File: config.mk
export PLATFORM = sky130hd
export DESIGN_NAME = prog_cntr
export DESIGN_NICKNAME = d
export VERILOG_FILES = /design/src/rtl/prog_cntr.sv
export SDC_FILE = /design/constraint.sdc
export NUM_CORES = 1
export LEC_CHECK = 0
export BUFFER_PORTS_ARGS = -buffer_cell sky130_fd_sc_hd__buf_2
export CORE_UTILIZATION = 57
export CTS_CLUSTER_DIAMETER = 150
export DETAILED_ROUTE_END_ITERATION = 16
export PLACE_DENSITY = 0.9
export SYNTH_ARGS = -nofsm -noshare
export SYNTH_HDL_FRONTEND = slang
export SYNTH_SLANG_ARGS = --single-unit
File: constraint.sdc
create_clock -name clk -period 3.2 [get_ports clk]
set_clock_uncertainty 0.1 [all_clocks]
set_input_delay 0.48 -clock clk [delete_from_list [all_inputs] [get_ports clk]]
set_output_delay 0.48 -clock clk [all_outputs]
set_load 0.05 [all_outputs]
File: src/rtl/prog_cntr.sv
// Programmable counter: prescaled tick, up/down/bounce modes, modulo wrap,
// parallel load, terminal-count pulse and a count snapshot register.
module prog_cntr #(
  parameter int unsigned WIDTH      = 8,
  parameter int unsigned PRESCALE_W = 4,
  parameter int unsigned RESET_VAL  = 0
) (
  input  logic                  clk,
  input  logic                  reset,
  input  logic                  en,
  input  logic [1:0]            mode,
  input  logic                  load,
  input  logic [WIDTH-1:0]      load_val,
  input  logic [WIDTH-1:0]      modulo,
  input  logic [PRESCALE_W-1:0] prescale,
  input  logic                  snap,
  output logic [WIDTH-1:0]      qout,
  output logic [WIDTH-1:0]      snap_q,
  output logic                  tc,
  output logic                  dir
);

  localparam logic [1:0] MODE_UP     = 2'b00;
  localparam logic [1:0] MODE_DOWN   = 2'b01;
  localparam logic [1:0] MODE_BOUNCE = 2'b10;
  localparam logic [1:0] MODE_HOLD   = 2'b11;

  localparam logic [WIDTH-1:0] CNT_RST = WIDTH'(RESET_VAL);
  localparam logic [WIDTH-1:0] ONE     = WIDTH'(1);

  logic [WIDTH-1:0]      cnt_q, cnt_d;
  logic [WIDTH-1:0]      snap_val_q, snap_val_d;
  logic                  tc_q, tc_d;
  logic                  dir_q, dir_d;
  logic [PRESCALE_W-1:0] pc_q, pc_d;
  logic                  active;
  logic                  tick;

  // ">=" rather than "==" so a prescale lowered below pc ticks immediately.
  assign active = en && (mode != MODE_HOLD);
  assign tick   = active && (pc_q >= prescale);

  always_comb begin
    // NOTE: every signal gets a default first so no path leaves it unassigned
    // (an unassigned path in always_comb infers a latch).
    cnt_d      = cnt_q;
    dir_d      = dir_q;
    pc_d       = pc_q;
    tc_d       = 1'b0;
    snap_val_d = snap ? cnt_q : snap_val_q;

    if (load) begin
      cnt_d = (load_val <= modulo) ? load_val : modulo;
      pc_d  = '0;
    end else if (active) begin
      pc_d = tick ? '0 : pc_q + 1'b1;
      if (tick) begin
        case (mode)
          MODE_UP: begin
            if (cnt_q >= modulo) begin
              cnt_d = '0;
              tc_d  = 1'b1;
            end else begin
              cnt_d = cnt_q + ONE;
            end
          end
          MODE_DOWN: begin
            if (cnt_q == '0) begin
              cnt_d = modulo;
              tc_d  = 1'b1;
            end else if (cnt_q > modulo) begin
              cnt_d = modulo;
            end else begin
              cnt_d = cnt_q - ONE;
            end
          end
          MODE_BOUNCE: begin
            // A zero-length range cannot move; it only turns around.
            if (modulo == '0) begin
              cnt_d = '0;
              tc_d  = 1'b1;
              dir_d = ~dir_q;
            end else if (!dir_q) begin
              if (cnt_q >= modulo) begin
                cnt_d = modulo - ONE;
                dir_d = 1'b1;
                tc_d  = 1'b1;
              end else begin
                cnt_d = cnt_q + ONE;
              end
            end else begin
              if (cnt_q == '0) begin
                cnt_d = ONE;
                dir_d = 1'b0;
                tc_d  = 1'b1;
              end else if (cnt_q > modulo) begin
                cnt_d = modulo;
              end else begin
                cnt_d = cnt_q - ONE;
              end
            end
          end
          default: cnt_d = cnt_q;
        endcase
      end
    end
  end

  // NOTE: sequential state uses non-blocking assignments so every flop
  // samples the pre-edge values regardless of statement order.
  always_ff @(posedge clk) begin
    if (reset) begin
      cnt_q      <= CNT_RST;
      snap_val_q <= '0;
      tc_q       <= 1'b0;
      dir_q      <= 1'b0;
      pc_q       <= '0;
    end else begin
      cnt_q      <= cnt_d;
      snap_val_q <= snap_val_d;
      tc_q       <= tc_d;
      dir_q      <= dir_d;
      pc_q       <= pc_d;
    end
  end

  assign qout   = cnt_q;
  assign snap_q = snap_val_q;
  assign tc     = tc_q;
  assign dir    = dir_q;

endmodule

==> flow_summary.toml <==
[logic_synthesis]
synth_warnings = 0
synth_area_leader_cell = "dfxtp_1"
syn_area_per_cell_um2 = 7.653
async_flop_share = 0
yosys-top-cells-count = "39 x nor2_1, 29 x ha_1, 22 x dfxtp_1, 22 x inv_1, 21 x a21oi_1"
synth_seq_cells = 22
yosysMostFrequentCell = "nor2_1"
seq_area_frac_synth = 0.1718
synth-edff-count = 0
synthDistinctLibCells = 63
synth-main-ff-cell = "dfxtp_1"
synth.cell_area_um2 = 2564
synth_top_area_share = 0.1718
synthTopCellsByArea = "dfxtp_1 17%, ha_1 14%, nor2_1 5.7%"
syn_nets = 391
netlist_instances = 335

[clock_network]
path_clk_slew_ns = 0.08
cts_tree = "yes"
root_buffer = "clkbuf_8"
ctsResizeCount = 0
clk_path_buf_depth = 2
htree_levels = 1
cts_setup_buffers = 0
clock_latency_ns = 0.27
cts_buffers = 3
ctsHoldBuffers = 0
clock-sinks = 22

[layout]
antennaDiodeCount = 0
area_growth_pct = 14.54
final_nets = 436
drive_gt1_frac = 0.2011
seq_area_um2 = 440.4
post-route-util = 0.6791
multi_input_area_um2 = 1948
fill_cells = 402

[routing]
route.detailed.drc = 0
drtAntennaViolNets = 0
wirelength_um = 7485
dr.pass1.iters = 5
routed_via_density = 6.644
post_drt_wl_per_cell_um = 17.41
vias = 2857
drtIter0Drc = 237

[pwr]
share_comb_of_total_power = 0.556
switching_power_uw = 487.1
seqPwrFrac = 0.282
powerDensity_nw_per_um2 = 369.0
p_leak_nw = 1.317
ir_drop_v = 0.0002391
p_int_uw = 596.4
pwr-share-clk = 0.162
switching_share = 0.4496

[sta]
rsz0062_at_grt = "false"
finalHoldViolations = 0
setup_viol_count_final = 0
slew_headroom = 0.5036
min_period_ns = 2.780
setup_tns_ns = 0
drv_slew = 0
period_share = 0.8688
tightest_slew_ns = 0.7419
whs_ns = 0.3986
fmax_ghz = 0.3597

[setup_path]
worst_path_max_delay_cell = "a2111oi_2"
end_kind = "register"
reg2reg_depth = 8
path_class = "in -> reg"
r2r_end = "qout[5]$_SDFFE_PP0P_"
regToRegSetupSlack_ns = 0.57
required_ns = 3.25
arrival_ns = 2.83
crit_buf_inv = 2
r2r-start = "qout[1]$_SDFFE_PP0P_"
crit_path_frequent_cell = "o21ai_0"
cp_max_fo = 7
setup.worst_path.start_class = "input port"
slowest_delay_ns = 0.38
cp_top_family = "compound AO/OA/AOI/OAI gates"
path_cells = "buf_2 -> inv_1 -> ha_1 -> nor2b_1 -> o211ai_1 -> a31oi_1 -> o21ai_0 -> o21ai_0 -> a2111oi_2 -> o32ai_1"

[global_route]
antenna_found_initial = 0
grt_pass1_wl_um = 12550
grt_start_max_net_pins = 21
grt_overflow = 0
grt_pass1_vias = 2612
gr-usage-all-layers = 0.3154

[floorplanning]
die_w_um = 69.07
dieArea_um2 = 4770
fp.dieH_um = 69.07
design.core.area_um2 = 4324
initial_utilization = 0.5929
io_pins = 45
row_count = 24

[place]
dp.final_hpwl_um = 5810
place_congestion = 1.012
io_buffers = 44

[hold_path]
min_path_type = "reg -> reg"
whs_endpoint = "snap_q[7]$_SDFFE_PP0P_"
hold_depth = 2
hold_start = "snap_q[7]$_SDFFE_PP0P_"

[job]
max-cap-violations = 0

[status]
outcome = "complete, no violations"
-- worst max path at each step --
stage	start	to	slack, ns	cells after the start
after floorplan	qout[0]$_SDFFE_PP0P_	qout[4]$_SDFFE_PP0P_	0.13	11
after global placement	modulo[1]	qout[0]$_SDFFE_PP0P_	0.21	9
after detailed placement	modulo[1]	qout[5]$_SDFFE_PP0P_	0.18	10
after CTS	modulo[1]	qout[4]$_SDFFE_PP0P_	0.46	10
after global routing	modulo[1]	qout[5]$_SDFFE_PP0P_	0.22	10
final	modulo[1]	qout[5]$_SDFFE_PP0P_	0.42	10
-- worst register-to-register path, delay by kind of cell (launching register included) --
family	cells	cell delay, ns
flip-flops	1	0.33
adder cells (fa/ha/maj)	1	0.28
AND/OR/NAND/NOR	1	0.13
AO/OA/AOI/OAI	6	1.66
-- final cells by class --
class / count / area share
clock buffers: 3 / 0.01406
inverters: 23 / 0.02940
multi-input cells: 268 / 0.6634
flip-flops and latches: 22 / 0.1500
well taps: 52 / 0.02216
repair buffers: 62 / 0.1210
-- sequential cells by signal, summed over array words and instances, names as in the netlist --
signal / count
qout: 8
snap_q: 8
pc_q: 4
dir: 1
tc: 1
-- stage by stage --
stage               power, mW  cells  instance area (um^2)  setup WS, ns
global placement       0.8956    427                  2895        0.2143
detailed placement     0.8998    427                  2895        0.1760
floorplan              0.7278    335                  2564        0.1303
finish                  1.084    430                  2937        0.4199
CTS                     1.077    430                  2937        0.4581
global route            1.147    430                  2937        0.2221
-- cell families (layout without fill, tap and decap cells) --
group / after synthesis / in the layout / synth area share
DFF: 22 / 22 / 0.1718
muxes: 10 / 10 / 0.03953
and+or+nand+nor: 104 / 104 / 0.1972
AOI/OAI and AO/OA: 107 / 107 / 0.3172
buffers and inverters: 45 / 88 / 0.07125
xor gates and xnor gates: 18 / 18 / 0.06150
adders and majority gates: 29 / 29 / 0.1415
-- metal layers --
metal	track usage	routed length, um	vias up
li1	-	-	1342
met1	0.4318	3214	1326
met2	0.4887	3400	169
met3	0.07310	714	20
met4	0.09751	155	0
met5	0	0	-
-- placed cells by master, fill, tap and decap left out, drive strengths merged, types with 5 or more instances in the layout --
| cell | netlist | layout |
|---|---|---|
| a21oi | 21 | 21 |
| a22o | 8 | 8 |
| a22oi | 8 | 8 |
| buf | 4 | 62 |
| dfxtp | 22 | 22 |
| ha | 29 | 29 |
| inv | 22 | 22 |
| mux2i | 9 | 9 |
| nand2 | 18 | 18 |
| nand3 | 12 | 12 |
| nand4 | 5 | 5 |
| nor2 | 40 | 40 |
| nor3 | 11 | 11 |
| o211ai | 5 | 5 |
| o21ai | 14 | 14 |
| o221ai | 7 | 7 |
| xnor2 | 9 | 9 |
| xor2 | 9 | 9 |
-- power groups by stage --
stage	Sequential, mW	Clock (mW)	Combinational, mW
finish	0.305	0.176	0.602
global placement	0.311	0	0.584
floorplan	0.382	0	0.345
CTS	0.305	0.181	0.592
detailed placement	0.311	0	0.588
global route	0.308	0.187	0.653
Power figures use the tool's default switching activity.
